===== src/rtl/alarm_rom_pkg.sv =====
// Shared constants and grant encoding for the program-ROM arbiter slice.
package alarm_rom_pkg;

  localparam int unsigned ROM_ADDR_W = 15;
  localparam int unsigned ROM_DATA_W = 32;
  localparam int unsigned ROM_DEPTH  = 25600;

  typedef enum logic {
    GNT_M0 = 1'b0,
    GNT_M1 = 1'b1
  } grant_t;

endpackage


===== src/rtl/alarm_rom_arbiter_if.sv =====
// Avalon-MM style master port bundle; the arbiter uses the slave modport.
interface alarm_rom_arbiter_if
  import alarm_rom_pkg::*;
#(
  parameter int unsigned ADDR_W = ROM_ADDR_W,
  parameter int unsigned DATA_W = ROM_DATA_W
);

  logic [ADDR_W-1:0]   address;
  logic                read;
  logic                write;
  logic [DATA_W-1:0]   writedata;
  logic [DATA_W/8-1:0] byteenable;
  logic                debugaccess;
  logic                waitrequest;
  logic [DATA_W-1:0]   readdata;
  logic                readdatavalid;

  modport master (
    output address, read, write, writedata, byteenable, debugaccess,
    input  waitrequest, readdata, readdatavalid
  );

  modport slave (
    input  address, read, write, writedata, byteenable, debugaccess,
    output waitrequest, readdata, readdatavalid
  );

endinterface


===== src/rtl/alarm_rom_arbiter_rr_arb2.sv =====
// Two-input round-robin grant; last_grant moves only when a grant is issued.
module rr_arb2
  import alarm_rom_pkg::*;
(
  input  logic       clk,
  input  logic       reset,
  input  logic       en,
  input  logic [1:0] req,
  output logic       gnt_valid,
  output grant_t     gnt
);

  grant_t last_grant;

  always_ff @(posedge clk) begin
    if (reset) begin
      last_grant <= GNT_M1;
    end else if (gnt_valid) begin
      last_grant <= gnt;
    end
  end

  always_comb begin
    gnt_valid = 1'b0;
    gnt       = GNT_M0;
    if (en && (req != 2'b00)) begin
      gnt_valid = 1'b1;
      if (req == 2'b11) begin
        gnt = (last_grant == GNT_M1) ? GNT_M0 : GNT_M1;
      end else begin
        gnt = req[1] ? GNT_M1 : GNT_M0;
      end
    end
  end

endmodule


===== src/rtl/alarm_rom_arbiter.sv =====
// Shares the single-port program ROM between CPU (m0) and debug/DMA (m1),
// steering one-cycle read returns back to the issuing master.
module alarm_rom_arbiter
  import alarm_rom_pkg::*;
#(
  parameter int unsigned ADDR_W = ROM_ADDR_W,
  parameter int unsigned DATA_W = ROM_DATA_W,
  parameter int unsigned DEPTH  = ROM_DEPTH
)(
  input  logic                clk,
  input  logic                reset,
  input  logic                hold,
  alarm_rom_arbiter_if.slave  m0,
  alarm_rom_arbiter_if.slave  m1,
  output logic [ADDR_W-1:0]   mem_address,
  output logic [DATA_W/8-1:0] mem_byteenable,
  output logic [DATA_W-1:0]   mem_writedata,
  output logic                mem_chipselect,
  output logic                mem_write,
  output logic                mem_debugaccess,
  output logic                mem_clken,
  input  logic [DATA_W-1:0]   mem_readdata,
  output logic                err_write,
  output logic                err_range
);

  logic   gnt_valid;
  grant_t gnt;

  logic [ADDR_W-1:0]   sel_address;
  logic                sel_read;
  logic                sel_write;
  logic [DATA_W-1:0]   sel_writedata;
  logic [DATA_W/8-1:0] sel_byteenable;
  logic                sel_debugaccess;

  logic acc_read;
  logic acc_write;
  logic in_range;
  logic forward;

  // Pending read: valid + owner, plus a flag forcing zero data for out-of-range reads.
  logic   pend_valid;
  grant_t pend_owner;
  logic   pend_zero;
  logic [DATA_W-1:0] ret_data;

  rr_arb2 u_arb (
    .clk       (clk),
    .reset     (reset),
    .en        (!reset && !hold),
    .req       ({m1.read | m1.write, m0.read | m0.write}),
    .gnt_valid (gnt_valid),
    .gnt       (gnt)
  );

  always_comb begin
    if (gnt == GNT_M1) begin
      sel_address     = m1.address;
      sel_read        = m1.read;
      sel_write       = m1.write;
      sel_writedata   = m1.writedata;
      sel_byteenable  = m1.byteenable;
      sel_debugaccess = m1.debugaccess;
    end else begin
      sel_address     = m0.address;
      sel_read        = m0.read;
      sel_write       = m0.write;
      sel_writedata   = m0.writedata;
      sel_byteenable  = m0.byteenable;
      sel_debugaccess = m0.debugaccess;
    end
  end

  assign acc_read  = gnt_valid && sel_read;
  assign acc_write = gnt_valid && sel_write;
  assign in_range  = 32'(sel_address) < DEPTH;
  assign forward   = in_range && (acc_read || (acc_write && sel_debugaccess));

  always_comb begin
    mem_address     = '0;
    mem_byteenable  = '0;
    mem_writedata   = '0;
    mem_chipselect  = 1'b0;
    mem_write       = 1'b0;
    mem_debugaccess = 1'b0;
    if (forward) begin
      mem_address     = sel_address;
      mem_byteenable  = sel_byteenable;
      mem_chipselect  = 1'b1;
      mem_write       = acc_write;
      mem_debugaccess = acc_write;
      mem_writedata   = acc_write ? sel_writedata : '0;
    end
  end

  assign mem_clken = !reset;

  always_comb begin
    ret_data         = pend_zero ? '0 : mem_readdata;
    m0.waitrequest   = !(gnt_valid && (gnt == GNT_M0));
    m1.waitrequest   = !(gnt_valid && (gnt == GNT_M1));
    m0.readdatavalid = 1'b0;
    m1.readdatavalid = 1'b0;
    m0.readdata      = '0;
    m1.readdata      = '0;
    if (pend_valid && !reset) begin
      if (pend_owner == GNT_M1) begin
        m1.readdatavalid = 1'b1;
        m1.readdata      = ret_data;
      end else begin
        m0.readdatavalid = 1'b1;
        m0.readdata      = ret_data;
      end
    end
  end

  always_ff @(posedge clk) begin
    if (reset) begin
      pend_valid <= 1'b0;
      pend_owner <= GNT_M0;
      pend_zero  <= 1'b0;
      err_write  <= 1'b0;
      err_range  <= 1'b0;
    end else begin
      pend_valid <= acc_read;
      if (acc_read) begin
        pend_owner <= gnt;
        pend_zero  <= !in_range;
      end
      if (acc_write && !sel_debugaccess) begin
        err_write <= 1'b1;
      end
      if (gnt_valid && !in_range) begin
        err_range <= 1'b1;
      end
    end
  end

endmodule


===== src/flat_wrapper.sv =====
// flat-port wrapper written by rule: the top's interface ports become plain ports
module alarm_rom_arbiter_flat import alarm_rom_pkg::*;
#(
  parameter int unsigned ADDR_W = ROM_ADDR_W,
  parameter int unsigned DATA_W = ROM_DATA_W,
  parameter int unsigned DEPTH  = ROM_DEPTH
)
  (clk, reset, hold, mem_address, mem_byteenable, mem_writedata, mem_chipselect, mem_write, mem_debugaccess, mem_clken, mem_readdata, err_write, err_range, m0_address, m0_read, m0_write, m0_writedata, m0_byteenable, m0_debugaccess, m0_waitrequest, m0_readdata, m0_readdatavalid, m1_address, m1_read, m1_write, m1_writedata, m1_byteenable, m1_debugaccess, m1_waitrequest, m1_readdata, m1_readdatavalid);
  alarm_rom_arbiter_if #(.ADDR_W(ADDR_W), .DATA_W(DATA_W)) m0_i ();
  alarm_rom_arbiter_if #(.ADDR_W(ADDR_W), .DATA_W(DATA_W)) m1_i ();
  input  logic clk;
  input  logic reset;
  input  logic hold;
  output logic [ADDR_W-1:0] mem_address;
  output logic [DATA_W/8-1:0] mem_byteenable;
  output logic [DATA_W-1:0] mem_writedata;
  output logic mem_chipselect;
  output logic mem_write;
  output logic mem_debugaccess;
  output logic mem_clken;
  input  logic [DATA_W-1:0] mem_readdata;
  output logic err_write;
  output logic err_range;
  input wire logic [$bits(m0_i.address)-1:0] m0_address;
  input wire logic [$bits(m0_i.read)-1:0] m0_read;
  input wire logic [$bits(m0_i.write)-1:0] m0_write;
  input wire logic [$bits(m0_i.writedata)-1:0] m0_writedata;
  input wire logic [$bits(m0_i.byteenable)-1:0] m0_byteenable;
  input wire logic [$bits(m0_i.debugaccess)-1:0] m0_debugaccess;
  output wire logic [$bits(m0_i.waitrequest)-1:0] m0_waitrequest;
  output wire logic [$bits(m0_i.readdata)-1:0] m0_readdata;
  output wire logic [$bits(m0_i.readdatavalid)-1:0] m0_readdatavalid;
  input wire logic [$bits(m1_i.address)-1:0] m1_address;
  input wire logic [$bits(m1_i.read)-1:0] m1_read;
  input wire logic [$bits(m1_i.write)-1:0] m1_write;
  input wire logic [$bits(m1_i.writedata)-1:0] m1_writedata;
  input wire logic [$bits(m1_i.byteenable)-1:0] m1_byteenable;
  input wire logic [$bits(m1_i.debugaccess)-1:0] m1_debugaccess;
  output wire logic [$bits(m1_i.waitrequest)-1:0] m1_waitrequest;
  output wire logic [$bits(m1_i.readdata)-1:0] m1_readdata;
  output wire logic [$bits(m1_i.readdatavalid)-1:0] m1_readdatavalid;
  assign m0_i.address = m0_address;
  assign m0_i.read = m0_read;
  assign m0_i.write = m0_write;
  assign m0_i.writedata = m0_writedata;
  assign m0_i.byteenable = m0_byteenable;
  assign m0_i.debugaccess = m0_debugaccess;
  assign m0_waitrequest = m0_i.waitrequest;
  assign m0_readdata = m0_i.readdata;
  assign m0_readdatavalid = m0_i.readdatavalid;
  assign m1_i.address = m1_address;
  assign m1_i.read = m1_read;
  assign m1_i.write = m1_write;
  assign m1_i.writedata = m1_writedata;
  assign m1_i.byteenable = m1_byteenable;
  assign m1_i.debugaccess = m1_debugaccess;
  assign m1_waitrequest = m1_i.waitrequest;
  assign m1_readdata = m1_i.readdata;
  assign m1_readdatavalid = m1_i.readdatavalid;
  alarm_rom_arbiter #(.ADDR_W(ADDR_W), .DATA_W(DATA_W), .DEPTH(DEPTH)) u_core (.clk(clk), .reset(reset), .hold(hold), .m0(m0_i), .m1(m1_i), .mem_address(mem_address), .mem_byteenable(mem_byteenable), .mem_writedata(mem_writedata), .mem_chipselect(mem_chipselect), .mem_write(mem_write), .mem_debugaccess(mem_debugaccess), .mem_clken(mem_clken), .mem_readdata(mem_readdata), .err_write(err_write), .err_range(err_range));
endmodule

===== config.mk =====
export PLATFORM = sky130hd
export DESIGN_NAME = alarm_rom_arbiter_flat
export DESIGN_NICKNAME = d
export VERILOG_FILES = /design/src/rtl/alarm_rom_pkg.sv /design/src/rtl/alarm_rom_arbiter_if.sv /design/src/rtl/alarm_rom_arbiter_rr_arb2.sv /design/src/rtl/alarm_rom_arbiter.sv /design/src/flat_wrapper.sv
export SDC_FILE = /design/constraint.sdc
export NUM_CORES = 1
export LEC_CHECK = 0
export CAP_MARGIN = 0
export CORE_AREA = 2 2 104 106
export CTS_BUF_LIST = sky130_fd_sc_hd__clkbuf_8 sky130_fd_sc_hd__clkbuf_16
export DETAILED_ROUTE_END_ITERATION = 8
export DIE_AREA = 0 0 106 108
export GPL_ROUTABILITY_DRIVEN = 1
export PLACE_DENSITY_LB_ADDON = 0.12
export SLEW_MARGIN = 15
export SYNTH_ARGS = -nofsm -noshare
export SYNTH_HDL_FRONTEND = slang
export SYNTH_HIERARCHICAL = 1
export SYNTH_SLANG_ARGS = --single-unit

===== constraint.sdc =====
create_clock -name clk -period 4.42 [get_ports clk]
set_clock_uncertainty 0.1 [all_clocks]
set_input_delay 0.884 -clock clk [delete_from_list [all_inputs] [get_ports clk]]
set_output_delay 0.884 -clock clk [all_outputs]
set_load 0.01 [all_outputs]

==> results of run 1 <==
==> Yosys cell counts, types with 2 or more instances <==
master     n  share of area
buf_2      6          0.016
nand2b_1  34           0.12
nand2_1    3         0.0061
nor3_1    51           0.14
nand3_1    2         0.0055
dfxtp_1    6          0.065
mux2i_1   52           0.28
nor2_1    70           0.14
or2_2      2         0.0068
and3_1     2         0.0068
a21oi_1    2         0.0055
clkbuf_1  10          0.020
inv_1      3         0.0061
buf_4      6          0.025
buf_6      6          0.037
a21o_1     2         0.0082
==> worst paths after layout <==
kind,end,slack [ns],cells past startpoint
hold / removal,u_core/err_range$_SDFFE_PP0P_,0.39,1
setup reg to reg,u_core/err_range$_SDFFE_PP0P_,2.66,6
setup / recovery,mem_writedata[16],0.07,9
hold reg to reg,u_core/err_range$_SDFFE_PP0P_,0.39,1
==> cell families after synthesis <==
kind of cell	Yosys count
AOI/OAI and AO/OA	11
buffers and inverters	31
DFF	6
muxes	54
and+or+nand+nor	174
==> registers in the layout, summed over array words and instances (netlist names) <==
| register | flops |
|---|---|
| u_core/pend_owner | 1 |
| u_core/pend_valid | 1 |
| u_core/err_write | 1 |
| u_core/u_arb/last_grant | 1 |
| u_core/err_range | 1 |
| u_core/pend_zero | 1 |
==> what timing repair did <==
item                                    in CTS  in global routing
cloned                                       0                  0
hold buffers                                 0                  0
resized for setup                            3                 32
endpoints found under the setup margin       1                 52
==> critical path, delay by kind of cell <==
| family | cells | cell delay, ns |
|---|---|---|
| AND/OR/NAND/NOR | 3 | 0.54 |
| AO/OA/AOI/OAI | 2 | 0.56 |
| buffers and inverters | 4 | 1.37 |
==> through the flow <==
stage,std cells,setup TNS (ns)
floorplan,276,0
detailed placement,675,-0.144
global placement,675,-0.138
CTS,678,0
finish,678,0
global route,678,-0.816
==> power breakdown <==
group	leakage, nW	internal, W	switching, W
sequential	0.0488	0.0000564	0.00000280
combinational	2.23	0.000195	0.000103
clock	0.0216	0.0000585	0.0000233
==> metal layers <==
metal	vias up	track usage	wire length, µm
met5	-	0	0
met4	0	0.0291	133
met3	10	0.0464	936
met1	1303	0.162	3410
met2	145	0.309	5120
li1	1478	-	-
==> final cells by class <==
class,count,share of cell area
Inverter,3,0.00230
Timing Repair Buffer,291,0.610
Multi-Input combinational cell,239,0.320
Tap cell,136,0.0348
Clock buffer,3,0.00845
Sequential cell,6,0.0246
==> flow_metrics.tcl, run 1 <==
set metrics [dict create \
    status "complete, no violations" \
    first_pass_iters 6 \
    start_kind "input pin" \
    post-route-cell-area_um2 4890 \
    grt_pass1_wl_um 14600 \
    post-cts-setup-buffers 0 \
    wirelength_um 9600 \
    arrival_ns 3.37 \
    setup_violations 0 \
    dpl_cell_area_um2 4740 \
    ys_seq_area_frac 0.0655 \
    seq_area_um2 120 \
    p_total_w 0.000439 \
    overflow 0 \
    async_reset_ff_frac 0 \
    netlist_instances 276 \
    synth_nets 419 \
    clock_path_buffers 2 \
    port_buffers 267 \
    rsz0062_at_grt "yes" \
    cts_htree_levels 1 \
    area_growth_pct 166 \
    startpoint "m0_write" \
    diodes 0 \
    vias 2936 \
    avgViaCountPerCell 4.33 \
    synth_compound_area_frac 0.0498 \
    yosys_warnings 6 \
    irDropWorstVdd_v 0.0000541 \
    avgRoutedWirePerCell_um 14.2 \
    dp_hpwl_um 7990 \
    synthFlopType "dfxtp_1" \
    period_share 0.985 \
    synth_cell_types 35 \
    clkLatencyLatePin_ns 0.22 \
    crit_path_max_incr_delay_ns 0.50 \
    clkTransAtPathRegs_ns 0.03 \
    start_util 0.179 \
    min_period_ns 4.35 \
    synth-xor-area-share 0 \
    syn_area_um2 1830 \
    io_pins 268 \
    dp_slack_ns -0.144 \
    hold_path.class "reg -> reg" \
    utilization 0.478 \
    path_cells "clkdlybuf4s50_1, or2_2, a21oi_4, buf_4, nand3_1, a211oi_4, buf_12, nor3_1, clkdlybuf4s50_1" \
    grt_pass1_vias 2978 \
    nFillCells 1028 \
    clock-sinks 6 \
    required_ns 3.44 \
    synth_mux_area_frac 0.298 \
    worst_slew_pin_slew_ns 0.853 \
    gp_congestion 0.802 \
    synth-edff-count 0 \
    cts_tree "yes" \
    power_density_nw_per_um2 89.9 \
    die_w_um 106 \
    final-hold-violation-count 0 \
    rows 37 \
    holdWs_ns 0.393 \
    dieArea_um2 11400 \
    endpoint_kind "output pin" \
    synthSimpleGateAreaFrac 0.482 \
    min_from "u_core/err_range$_SDFFE_PP0P_" \
    fin_ws_ns 0.0677 \
    antenna_found_initial 0 \
    core_um2 10200 \
    synthAdderAreaFrac 0 \
    layout-drive-gt1-share 0.0756 \
    layout_commonest_cell "clkdlybuf4s50_1" \
    fp.dieH_um 108 \
    synth-seq-cells 6 \
    numCtsBuffers 3 \
    maxCapViolations 0 \
    root_buffer "clkbuf_8" \
    final_cell_mix "235 x clkdlybuf4s50_1, 70 x nor2_1, 52 x mux2i_1" \
    slew-limit-headroom 0.431 \
    synth_top_family_by_area "simple AND/OR/NAND/NOR gates" \
    path_max_fanout 31 \
    rr_startpoint "u_core/u_arb/last_grant$_SDFFE_PP1P_" \
    maxSlewViolCount 0 \
    syn_area_per_cell_um2 6.65 \
    drc 0 \
    p_leak_nw 2.30 \
    crit_top_cell "clkdlybuf4s50_1" \
    final_nets 687 \
    grt_util_all_layers 0.156 \
    grt_start_max_net_pins 39 \
    multiInputGateArea_um2 1560 \
    crit_slowest_cell "clkdlybuf4s50_1" \
    fmax_mhz 230 \
    path_class "in -> out" \
    drtIter0Drc 131 \
    antenna_left 0 \
]
Note: power is estimated with default switching activity, not from simulation.
==> run 2: changes to the inputs <==
--- a/config.mk
+++ b/config.mk
@@ -12,7 +12,7 @@
 export DIE_AREA = 0 0 106 108
 export GPL_ROUTABILITY_DRIVEN = 1
 export PLACE_DENSITY_LB_ADDON = 0.12
-export SLEW_MARGIN = 15
+export SLEW_MARGIN = 5
 export SYNTH_ARGS = -nofsm -noshare
 export SYNTH_HDL_FRONTEND = slang
 export SYNTH_HIERARCHICAL = 1
==> results of run 2 <==
Same layout as run 1: the final DEF is identical, and so are final timing and power.
